`config.mk`:
```
export PLATFORM = sky130hd
export DESIGN_NAME = rr_grant_hold
export DESIGN_NICKNAME = d
export VERILOG_FILES = /design/src/rtl/rr_grant_hold_pkg.sv /design/src/rtl/leave_one_hot.sv /design/src/rtl/rr_grant_hold.sv
export SDC_FILE = /design/constraint.sdc
export NUM_CORES = 1
export LEC_CHECK = 0
export CORE_MARGIN = 10
export CORE_UTILIZATION = 30
export DETAILED_ROUTE_END_ITERATION = 6
export GPL_ROUTABILITY_DRIVEN = 1
export GPL_TIMING_DRIVEN = 0
export PLACE_DENSITY = 0.55
export SLEW_MARGIN = 20
export SYNTH_ARGS = -nofsm -noshare
export SYNTH_HDL_FRONTEND = slang
export SYNTH_SLANG_ARGS = --single-unit
```
`constraint.sdc`:
```
create_clock -name clk -period 4.81 [get_ports clk]
set_input_delay 0.481 -clock clk [delete_from_list [all_inputs] [get_ports clk]]
set_output_delay 0.481 -clock clk [all_outputs]
set_load 0.05 [all_outputs]
```
`src/rtl/rr_grant_hold_pkg.sv`:
```
// Shared types and elaboration helpers for the rr_grant_hold round-robin arbiter.
package rr_grant_hold_pkg;

    // Arbiter FSM: no grant outstanding, or one requester owns the grant.
    typedef enum logic [0:0] {
        ST_IDLE  = 1'b0,
        ST_GRANT = 1'b1
    } state_e;

    // Width of a binary index over n requesters; never less than one bit
    // so a single-requester build still has a legal index/pointer port.
    function automatic int idx_width(input int n);
        int w;
        if (n > 1) begin
            w = $clog2(n);
        end else begin
            w = 1;
        end
        return w;
    endfunction

endpackage : rr_grant_hold_pkg

```
`src/rtl/leave_one_hot.sv`:
```
// Isolates the lowest set bit of a vector (x & -x); all-zero in gives all-zero out.
module leave_one_hot #(
    parameter int WIDTH = 32
) (
    input  logic [WIDTH-1:0] i_vec,
    output logic [WIDTH-1:0] o_vec
);

    logic [WIDTH-1:0] w_neg;

    // Two's complement negation; ANDing with the original keeps only the lowest 1.
    assign w_neg = ~i_vec + {{(WIDTH-1){1'b0}}, 1'b1};
    assign o_vec = i_vec & w_neg;

endmodule : leave_one_hot

```
`src/rtl/rr_grant_hold.sv`:
```
// Round-robin arbiter with grant hold. A registered one-hot grant is issued
// one cycle after a request is seen and is held until the owner releases it
// (or drops its request). On release the next requester after the owner in
// circular order is granted back-to-back, so consumers see a glitch-free,
// strictly one-hot select.
module rr_grant_hold
    import rr_grant_hold_pkg::*;
#(
    parameter  int WIDTH = 32,
    localparam int IDX_W = idx_width(WIDTH)
) (
    input  logic             clk,
    input  logic             nrst,
    input  logic             i_ena,
    input  logic [WIDTH-1:0] i_req,
    input  logic             i_release,
    output logic [WIDTH-1:0] o_grant,
    output logic [IDX_W-1:0] o_grant_idx,
    output logic             o_busy
);

    // ------------------------------------------------------------------
    // State
    // ------------------------------------------------------------------
    state_e           r_state;
    logic [IDX_W-1:0] r_ptr;
    logic [WIDTH-1:0] r_grant;
    logic [IDX_W-1:0] r_grant_idx;
    logic             r_busy;

    // ------------------------------------------------------------------
    // Combinational pick path
    // ------------------------------------------------------------------
    logic [IDX_W-1:0] w_ptr_next;   // position just after the current owner
    logic [IDX_W-1:0] w_ptr_eff;    // start of the search for this cycle's pick
    logic [WIDTH-1:0] w_mask;       // bits at or above w_ptr_eff
    logic [WIDTH-1:0] w_hi;         // requests in the upper (higher priority) window
    logic [WIDTH-1:0] w_hi_one;
    logic [WIDTH-1:0] w_all_one;
    logic [WIDTH-1:0] w_pick;
    logic             w_req_any;
    logic             w_end;        // owner is done: explicit release or request dropped

    // One-hot to binary; bits are ORed so no priority chain is implied.
    function automatic logic [IDX_W-1:0] onehot_to_idx(input logic [WIDTH-1:0] vec);
        logic [IDX_W-1:0] idx;
        idx = '0;
        for (int i = 0; i < WIDTH; i++) begin
            if (vec[i]) begin
                idx = idx | IDX_W'(i);
            end else begin
                idx = idx;
            end
        end
        return idx;
    endfunction

    // Pointer successor of the current owner, wrapping the last requester to 0.
    always_comb begin
        w_ptr_next = '0;
        if (r_grant_idx == IDX_W'(WIDTH - 1)) begin
            w_ptr_next = '0;
        end else begin
            w_ptr_next = r_grant_idx + IDX_W'(1);
        end
    end

    // While a grant is held the successor pick must start after the owner,
    // even though r_ptr is only updated on the same edge as the new grant.
    always_comb begin
        w_ptr_eff = r_ptr;
        if (r_state == ST_GRANT) begin
            w_ptr_eff = w_ptr_next;
        end else begin
            w_ptr_eff = r_ptr;
        end
    end

    // Thermometer mask selecting requesters at or above the search start.
    always_comb begin
        w_mask = '0;
        for (int i = 0; i < WIDTH; i++) begin
            if (IDX_W'(i) >= w_ptr_eff) begin
                w_mask[i] = 1'b1;
            end else begin
                w_mask[i] = 1'b0;
            end
        end
    end

    assign w_hi      = i_req & w_mask;
    assign w_req_any = |i_req;

    leave_one_hot #(.WIDTH(WIDTH)) u_pick_hi (
        .i_vec (w_hi),
        .o_vec (w_hi_one)
    );

    leave_one_hot #(.WIDTH(WIDTH)) u_pick_all (
        .i_vec (i_req),
        .o_vec (w_all_one)
    );

    // Upper window wins; otherwise wrap around to the lowest requester overall.
    always_comb begin
        w_pick = '0;
        if (w_hi != '0) begin
            w_pick = w_hi_one;
        end else begin
            w_pick = w_all_one;
        end
    end

    // Owner finished: explicit release, or its request vanished (abort).
    always_comb begin
        w_end = 1'b0;
        if (r_state == ST_GRANT) begin
            w_end = i_release | ~i_req[r_grant_idx];
        end else begin
            w_end = 1'b0;
        end
    end

    // ------------------------------------------------------------------
    // FSM, pointer and registered outputs
    // ------------------------------------------------------------------

    // Arbitration state machine; everything freezes while i_ena is low.
    always_ff @(posedge clk or negedge nrst) begin
        if (!nrst) begin
            r_state     <= ST_IDLE;
            r_ptr       <= '0;
            r_grant     <= '0;
            r_grant_idx <= '0;
            r_busy      <= 1'b0;
        end else if (i_ena) begin
            case (r_state)
                ST_IDLE: begin
                    if (w_req_any) begin
                        r_state     <= ST_GRANT;
                        r_grant     <= w_pick;
                        r_grant_idx <= onehot_to_idx(w_pick);
                        r_busy      <= 1'b1;
                    end else begin
                        r_state     <= ST_IDLE;
                        r_grant     <= '0;
                        r_grant_idx <= '0;
                        r_busy      <= 1'b0;
                    end
                end
                ST_GRANT: begin
                    if (w_end) begin
                        r_ptr <= w_ptr_next;
                        if (w_req_any) begin
                            // Hand over without an idle bubble; a sole owner
                            // still requesting is re-granted via the wrap.
                            r_state     <= ST_GRANT;
                            r_grant     <= w_pick;
                            r_grant_idx <= onehot_to_idx(w_pick);
                            r_busy      <= 1'b1;
                        end else begin
                            r_state     <= ST_IDLE;
                            r_grant     <= '0;
                            r_grant_idx <= '0;
                            r_busy      <= 1'b0;
                        end
                    end else begin
                        // Owner keeps the grant; other request changes ignored.
                        r_state     <= ST_GRANT;
                        r_ptr       <= r_ptr;
                        r_grant     <= r_grant;
                        r_grant_idx <= r_grant_idx;
                        r_busy      <= r_busy;
                    end
                end
                default: begin
                    // Unreachable encoding: return to a safe idle state.
                    r_state     <= ST_IDLE;
                    r_ptr       <= '0;
                    r_grant     <= '0;
                    r_grant_idx <= '0;
                    r_busy      <= 1'b0;
                end
            endcase
        end else begin
            r_state     <= r_state;
            r_ptr       <= r_ptr;
            r_grant     <= r_grant;
            r_grant_idx <= r_grant_idx;
            r_busy      <= r_busy;
        end
    end

    assign o_grant     = r_grant;
    assign o_grant_idx = r_grant_idx;
    assign o_busy      = r_busy;

endmodule : rr_grant_hold

```
==> metrics, run 1 <==
setup ws final=0.1220 ns; layout cell share with drive strength beyond 1=0.1454; Comb power frac=0.708; Yosys reg bits=44; Die Y=134.1 um; sequential area share after synthesis=0.2821; dpl ws=-0.1843 ns; I/O pin cnt=74; Slew Limit Fails=0; CP max stage delay=0.50 ns; Critical Path Sink Type=flop; Sink Count=44; most frequent cells in the layout=75 x nand2_1, 71 x clkdlybuf4s50_1, 44 x dfrtp_1; multi-input logic area=2688 sq um; min cycle time layout=4.688 ns; clock power share=0.122; fmax=213.3 MHz; drt wl/cell=23.92 um; Final Instance Area=5160 sq um; Routed Antenna Nets=0; total grt overflow=0; Worst Tran Pin Value=0.8580 ns; CP Class=flop to flop; Worst Skew=0.003818 ns; top_reg_cell synth=dfrtp_1; GRT Util Overall=0.1902; share of flip-flops with an asynchronous set or reset=1.000; syn_area_per_cell=8.306 sq um; full die area=17970 sq um; crit-path cells=ha_1, and3_1, ha_1, or3b_1, mux2i_2, buf_4, buf_6, o22ai_2, a311oi_4, nand4_4, nor2b_4, buf_4, nand4_1, and4_1, and2_1, a311oi_1; Static Leakage=0.001972 uW; Pwr per Cell Area=644.1 nW/um^2; vias=4436; Max FO, Critical Path=10; Synth Instances=470; Slew headroom=0.4280; Vias/cell=6.085; largest net degree at the start of global routing=33; Starting Density=0.3081; TritonCTS Buffers=5; Internal Pwr Total=1524 uW; commonest non-fill, non-tap cell in the layout=nand2_1; initial antenna violation count=0; dpl cell area=4855 sq um; Post-Syn Nets=508; CTS tree=done; Yosys Warn Count=0; Post-Synthesis Cell Area=3904 sq um; nets@finish=594; Worst path depth=16; final WL=17440 um; clock insertion delay at the later pin of the skew report=0.29 ns; DP Wirelength=13800 um; deepest clock path buffer count=2; Remaining DRCs=0; Final Cycle Share=0.9746; gpl congestion=0.9896; peak supply drop=0.0001791 V; switch share=0.5415; fin util=0.4072; endpoints failing hold=0; number of max-cap violations=0; clock-pin slew on the worst setup and hold paths=0.07 ns; Layout area overhead=32.18%; FF/Latch Area=1101 sq um; switching power total=1800 uW; Top delay family on crit path=simple AND/OR/NAND/NOR gates; # diodes=0; Hold Path Class=input pin to async pin; CP Launch Type=flop; Iteration-0 DRC Markers=418; vias in the first global route=4345; first-pass GRT wire length=26950 um; WP buf/inv=3; Synth cell types=79; Fill cells=1327; Worst path slowest cell=dfrtp_1; Initial DRT Pass Iterations=5; Finish-stage setup viols=0; status=finished, final reports clean; WP data required=4.96 ns; Post-synth EDFFs=0; Core Area=12670 sq um; Seq pwr share=0.170; worst reg2reg path depth=16; CTS Root Cell=clkbuf_16; Port Buffers=72; Die X=134.1 um; H-Tree Depth=2; Critical Path AT=4.84 ns; row count=41
## power groups by stage
stage | Combinational [uW] | Sequential (uW) | Clock, uW
after floorplan | 1270 | 791 | 0
after global placement | 2190 | 568 | 0
after detailed placement | 2200 | 569 | 0
after CTS | 2210 | 564 | 413
after global routing | 2510 | 581 | 430
final | 2350 | 564 | 406
## final timing paths
kind | start | end | slack [ns]
setup reg to reg | o_grant_idx[0]$_DFFE_PN0P_ | o_grant_idx[3]$_DFFE_PN0P_ | 0.12
min in group clk | o_grant[14]$_DFFE_PN0P_ | o_grant[14]$_DFFE_PN0P_ | 0.48
max in group asynchronous | nrst | o_grant[30]$_DFFE_PN0P_ | 4.23
setup / recovery | o_grant_idx[0]$_DFFE_PN0P_ | o_grant_idx[3]$_DFFE_PN0P_ | 0.12
hold reg to reg | o_grant[14]$_DFFE_PN0P_ | o_grant[14]$_DFFE_PN0P_ | 0.48
hold / removal | nrst | r_ptr[3]$_DFFE_PN0P_ | 0.09
## flip-flops by register name, summed over array words and instances (netlist names)
signal,cells
o_busy,1
o_grant,32
o_grant_idx,5
r_ptr,5
r_state,1
## layer usage
metal	share of wire	track usage	wire [um]	vias to the layer above
met4	0.028	0.05260	487	0
li1	-	-	-	1985
met5	0	0	0	-
met1	0.44	0.2609	7652	2201
met3	0.077	0.03921	1340	35
met2	0.46	0.2946	7957	215
## cells by family after synthesis
family / after synthesis / share of synthesized area
compound gates: 133 / 0.2619
fa+ha+maj: 2 / 0.006409
mux: 19 / 0.07917
simple gates: 230 / 0.3125
buf+inv: 40 / 0.05160
flops: 44 / 0.2821
xor+xnor: 2 / 0.006412
## synthesized netlist by cell type (all sizes together) (4+ instances only)
cell type / n / share of area
mux2: 5 / 0.014
nand3b: 9 / 0.017
nand3: 14 / 0.018
a221oi: 4 / 0.013
nand2: 76 / 0.073
nor2: 36 / 0.035
mux4: 9 / 0.052
nor2b: 8 / 0.015
nor3b: 4 / 0.0077
a31oi: 11 / 0.018
clkbuf: 11 / 0.011
or2: 4 / 0.0064
mux2i: 5 / 0.013
dfrtp: 44 / 0.28
and4: 4 / 0.0090
o21ai: 33 / 0.045
a21oi: 11 / 0.014
o31ai: 10 / 0.021
and3: 4 / 0.0064
inv: 14 / 0.013
and2: 6 / 0.0096
o211ai: 5 / 0.0096
nor3: 21 / 0.028
nand2b: 7 / 0.011
buf: 15 / 0.028
nand4: 12 / 0.027
a211oi: 7 / 0.015
nor4: 10 / 0.016
o22ai: 7 / 0.013
a311oi: 4 / 0.012
## through the flow
| step | hold WS, ns | instances | power [uW] | setup TNS, ns |
|---|---|---|---|---|
| final | 0.09090 | 729 | 3323 | 0 |
| after global routing | 0.1119 | 729 | 3518 | -0.0006266 |
| after CTS | 0.1031 | 723 | 3184 | 0 |
| after detailed placement | 0.4096 | 715 | 2764 | -0.1843 |
| after global placement | 0.4679 | 714 | 2753 | -0.2535 |
| after floorplan | 0.1854 | 470 | 2056 | 0 |
## layout make-up
type	instances	area share
multi-input cells	386	0.5209
flip-flops and latches	44	0.2134
repair buffers	79	0.1513
well taps	172	0.04171
plain buffers	26	0.02934
clock buffers	5	0.02425
inverters	14	0.01018
clock inverters	3	0.008972
## what timing repair did
item / in CTS / in global routing
resized for setup: 1 / 16
pin swaps: 0 / 3
hold buffers: 0 / 0
endpoints found under the setup margin: 1 / 8
setup buffers: 0 / 6
hold endpoints to repair: 0 / 0
Power figures use the tool's default switching activity.
==> run 2: changes to the inputs <==
GPL_ROUTABILITY_DRIVEN = 0   (was 1)
==> run 2 against run 1 <==
- sequential cell count did not move
- register-to-register slack lost 0.02 ns
- wire length down 6.7%
- die area unchanged
- final area down 2.3%
- worst setup slack got worse by 0.021 ns
- combinational power decreased by 6%
- via count fell by 1.1%
- sequential power about the same
- critical endpoint is now o_grant_idx[2]$_DFFE_PN0P_
==> metrics, run 2 (synthesis results as in run 1) <==
largest net degree at the start of global routing=33 (unchanged); first-pass GRT wire length=25500 um (-5.4%); vias in the first global route=4376 (+0.71%); Max FO, Critical Path=10 (unchanged); met1 Resource Use GR=0.2372 (-0.02366); CP Class=flop to flop; grt peak-use layer=met2; hold_ws=0.08549 ns (-0.005403 ns); initial antenna violation count=0 (unchanged); Worst Tran Pin Value=0.8968 ns (+0.03877 ns); Slew headroom=0.4022 (-0.02585); total grt overflow=0 (unchanged); switching power total=1720 uW (-4.4%); vias=4386 (-1.1%); GRT Util Overall=0.1782 (-0.01201); Finish-stage setup viols=0 (unchanged); Die X=134.1 um (unchanged); Final Instance Area=5044 sq um (-2.3%); CTS Root Cell=clkbuf_16; Port Buffers=72 (unchanged); most frequent cells in the layout=76 x nand2_1, 71 x clkdlybuf4s50_1, 44 x dfrtp_1; CTS hold repair buffers=0 (unchanged); commonest non-fill, non-tap cell in the layout=nand2_1; dpl cells=715 (unchanged); worst reg2reg path depth=15 (-1); full die area=17970 sq um (unchanged); endpoints failing hold=0 (unchanged); Finished Layout Cells=723 (-0.82%); Starting Density=0.3081 (unchanged); Routed Antenna Nets=0 (unchanged); Core Area=12670 sq um (unchanged); Internal Pwr Total=1467 uW (-3.7%); Layout area overhead=29.20%; clock power share=0.127 (+0.005); peak supply drop=0.0002108 V (+18%); # diodes=0 (unchanged); dpl cell area=4855 sq um (unchanged); Die Y=134.1 um (unchanged); Pwr per Cell Area=632.0 nW/um^2 (-1.9%); setup TNS=0 ns (unchanged); I/O pin cnt=74 (unchanged); Power, Total=3188 uW (-4.1%); Remaining DRCs=0 (unchanged); deepest clock path buffer count=2 (unchanged); unrepaired setup endpoints after global routing=no; Comb power frac=0.696 (-0.012); number of max-cap violations=0 (unchanged); switch share=0.5397 (-0.001745); Initial DRT Pass Iterations=5 (unchanged); met2 GRT Util=0.2731 (-0.02148); Critical Path Sink Type=flop; Worst Skew=0.008307 ns (+0.004489 ns); Hold Path Class=input pin to async pin; Critical Path AT=4.88 ns (+0.04 ns); row count=41 (unchanged); nets@finish=588 (-1.0%); CTS tree=done; Static Leakage=0.001913 uW (-2.9%); layout cell share with drive strength beyond 1=0.1180 (-0.02745); Vias/cell=6.066 (-0.31%); DP Wirelength=12910 um (-6.4%); clock-pin slew on the worst setup and hold paths=0.07 ns (about the same); CP Launch Type=flop; drt wl/cell=22.51 um (-5.9%); Final Cycle Share=0.9791 (+0.004457); Sink Count=44 (unchanged); clock insertion delay at the later pin of the skew report=0.29 ns (about the same); Iteration-0 DRC Markers=511 (+22%); final WL=16270 um (-6.7%); min cycle time layout=4.709 ns (+0.02144 ns); max FFs per register=32 (unchanged); status=finished, final reports clean; TritonCTS Buffers=5 (unchanged); Seq pwr share=0.177 (+0.007); fmax=212.3 MHz (-0.46%); H-Tree Depth=2 (unchanged); Slew Limit Fails=0 (unchanged); GR Util met3=0.04033 (+0.001120); WP data required=4.99 ns (+0.03 ns)
run 2: cell type report:
| class | instances | area [sq um] |
|---|---|---|
| buffer | 26 | 148.9 |
| clock buffer | 5 | 125.1 |
| clock inverter | 3 | 46.29 |
| fill | 1310 | 7627 |
| inverter | 14 | 52.55 |
| multi-input combinational | 386 | 2619 |
| sequential | 44 | 1101 |
| tap | 172 | 215.2 |
| timing repair buffer | 73 | 735.7 |
run 2: per-layer routing:
metal | vias up | wire, um
li1 | 1971 | -
met1 | 2116 | 6931
met2 | 246 | 7094
met3 | 53 | 1578
met4 | 0 | 669
met5 | - | 0
run 2: critical path: stages (launching register included):
cell,delay [ns]
dfrtp_1,0.53
ha_1,0.26
and3_1,0.17
ha_1,0.15
buf_2,0.19
nand2b_1,0.12
buf_2,0.21
o221ai_1,0.18
a32oi_1,0.59
o31ai_4,0.18
nand3_1,0.28
nor3_1,0.13
a21oi_1,0.57
nand3_1,0.30
or4_1,0.54
o22a_1,0.19
run 2: final timing paths:
kind,slack [ns],to,startpoint
worst max-delay path,0.10,o_grant_idx[2]$_DFFE_PN0P_,o_grant_idx[0]$_DFFE_PN0P_
worst min-delay path,0.09,r_ptr[0]$_DFFE_PN0P_,nrst
worst max register to register,0.10,o_grant_idx[2]$_DFFE_PN0P_,o_grant_idx[0]$_DFFE_PN0P_
worst min register to register,0.48,o_grant[11]$_DFFE_PN0P_,o_grant[11]$_DFFE_PN0P_
max in group asynchronous,4.25,o_grant[9]$_DFFE_PN0P_,nrst
min in group clk,0.48,o_grant[11]$_DFFE_PN0P_,o_grant[11]$_DFFE_PN0P_
run 2: timing repair:
action	CTS	global route
setup endpoints to repair	0	5
resized for setup	0	3
buffers inserted	0	0
run 2: power groups by stage:
stage / Combinational [uW] / Clock (uW) / Sequential, uW
final: 2220 / 405 / 564
after floorplan: 1270 / 0 / 791
after detailed placement: 2150 / 0 / 570
after global routing: 2360 / 423 / 579
after CTS: 2150 / 410 / 565
after global placement: 2130 / 0 / 567
run 2: per-stage QoR:
stage / util / setup WS (ns)
final: 0.3980 / 0.1006
after global placement: 0.3819 / 0.1035
after detailed placement: 0.3831 / 0.1584
after global routing: 0.3980 / 0.01355
after CTS: 0.3967 / 0.1415
after floorplan: - / 0.9328
==> run 3: changes to the inputs <==
CORE_ASPECT_RATIO = 2   (was unset)
GPL_TIMING_DRIVEN = unset   (was 0)
==> run 3 against run 2 <==
- combinational power about the same
- largest cell class unchanged
- worst setup slack better by 0.15 ns
- non-clock buffer count down 12
- total power about the same
- sequential cell count unchanged
==> metrics, run 3 (synthesis results as in run 1) <==
first-pass GRT wire length=26330 um (+3.3%); Final Instance Area=4947 sq um (-1.9%); Sink Count=44 (unchanged); CTS tree=done; clock insertion delay at the later pin of the skew report=0.30 ns (about the same); status=finished, final reports clean; Routed Antenna Nets=0 (unchanged); dpl cell area=4781 sq um (-1.5%); clock-pin slew on the worst setup and hold paths=0.07 ns (about the same); setup TNS=0 ns (unchanged); vias=4432 (+1.0%); deepest clock path buffer count=2 (unchanged); Finish-stage setup viols=0 (unchanged); endpoints failing hold=0 (unchanged); CP Launch Type=flop; # diodes=0 (unchanged); Final Cycle Share=0.9470 (-0.03209); CP Class=flop to flop; Initial DRT Pass Iterations=5 (unchanged); post-CTS setup buffer count=0 (unchanged); unrepaired setup endpoints after global routing=no; final WL=17260 um (+6.0%); drt wl/cell=25.05 um (+11%); fin util=0.3896 (-0.008488); Vias/cell=6.433 (+6.0%); Pwr per Cell Area=644.5 nW/um^2 (+2.0%); CTS hold repair buffers=0 (unchanged); TritonCTS Buffers=5 (unchanged); Static Leakage=0.001895 uW (-0.97%); WP data required=5.00 ns (about the same); Starting Density=0.3074 (-0.0006981); total grt overflow=0 (unchanged); layout cell share with drive strength beyond 1=0.1132 (-0.004795); Fill cells=1297 (-0.99%); number of max-cap violations=0 (unchanged); full die area=18250 sq um (+1.5%); CTS Root Cell=clkbuf_16; row count=58 (+41%); H-Tree Depth=2 (unchanged); Core Area=12700 sq um (+0.23%); Critical Path Sink Type=flop; Layout area overhead=26.73%; GRT Util Overall=0.1858 (+0.007635); Worst Tran Pin Value=1.145 ns (+0.2479 ns); Power, Total=3189 uW (about the same); Hold Path Class=input pin to async pin; Slew Limit Fails=0 (unchanged); Die X=100.7 um (-25%); Port Buffers=73 (+1.4%); cts repair resizes=0 (unchanged); nets@finish=576 (-2.0%); min cycle time layout=4.555 ns (-0.1544 ns); peak supply drop=0.0002668 V (+27%); vias in the first global route=4431 (+1.3%); Max FO, Critical Path=11 (+1); Worst Skew=0.01377 ns (+0.005463 ns); largest net degree at the start of global routing=54 (+64%); most frequent cells in the layout=76 x nand2_1, 72 x clkdlybuf4s50_1, 44 x dfrtp_1; DP Wirelength=13510 um (+4.6%); max FFs per register=32 (unchanged); initial antenna violation count=0 (unchanged); commonest non-fill, non-tap cell in the layout=nand2_1; Iteration-0 DRC Markers=511 (unchanged); Slew headroom=0.2299 (-0.1723); Die Y=181.3 um (+35%); Remaining DRCs=0 (unchanged); fmax=219.5 MHz (+3.4%); I/O pin cnt=74 (unchanged); Critical Path AT=4.74 ns (-0.14 ns)
-- run 3: changes by cell type in the layout (fill, tap and decap cells not counted), sizes merged --
cell,delta
clkbuf,-10
buf,-2
clkdlybuf4s50,+1
clkinv,+1
clkinvlp,-1
inv,-1
-- run 3: power breakdown --
group	total [uW]	internal [uW]	leakage, uW	switching (uW)
combinational	2230	748	0.00124	1480
clock	404	245	0.0000808	159
sequential	553	466	0.000578	87.1
-- run 3: per-layer routing --
metal  track usage  up-vias  share of wire
met3       0.03477       81          0.065
met1        0.1826     2131           0.33
li1              -     1950              -
met2        0.3325      270           0.53
met5             0        -              0
met4        0.1295        0          0.081
-- run 3: worst paths after layout --
path                                       startpoint  cells past startpoint                    endpoint  slack [ns]
max                        o_grant_idx[0]$_DFFE_PN0P_                     13  o_grant_idx[3]$_DFFE_PN0P_        0.25
min                                              nrst                      1         r_state$_DFFE_PN0P_        0.18
max reg2reg                o_grant_idx[0]$_DFFE_PN0P_                     13  o_grant_idx[3]$_DFFE_PN0P_        0.25
min reg2reg                   o_grant[14]$_DFFE_PN0P_                      2     o_grant[14]$_DFFE_PN0P_        0.47
max in group asynchronous                        nrst                      1     o_grant[29]$_DFFE_PN0P_        4.21
min in group clk              o_grant[14]$_DFFE_PN0P_                      2     o_grant[14]$_DFFE_PN0P_        0.47
-- run 3: worst max-delay path, stage by stage (launching register included) --
cell      delay (ns)
dfrtp_1         0.40
ha_1            0.26
and3_1          0.21
ha_1            0.30
nand2b_1        0.34
o32ai_2         0.67
o22ai_2         0.24
a311oi_2        0.35
nand4_4         0.23
nor3_1          0.45
nor3b_1         0.26
a31oi_1         0.19
and2_1          0.27
a311oi_1        0.25
-- run 3: layout make-up --
class	count	area [sq um]	area share
Inverter	14	52.55	0.01062
Timing Repair Buffer	87	833.3	0.1684
Sequential cell	44	1101	0.2226
Clock inverter	2	35.03	0.007081
Clock buffer	6	128.9	0.02605
Tap cell	150	187.7	0.03794
Multi-Input combinational cell	386	2609	0.5273
-- run 3: stage by stage --
step	cells	hold slack, ns	setup WS, ns
after floorplan	470	0.1854	0.9328
after global placement	681	0.4619	0.5223
after detailed placement	681	0.4653	0.4010
after CTS	689	0.3925	0.3652
after global routing	689	0.2210	0.005398
final	689	0.1798	0.2550
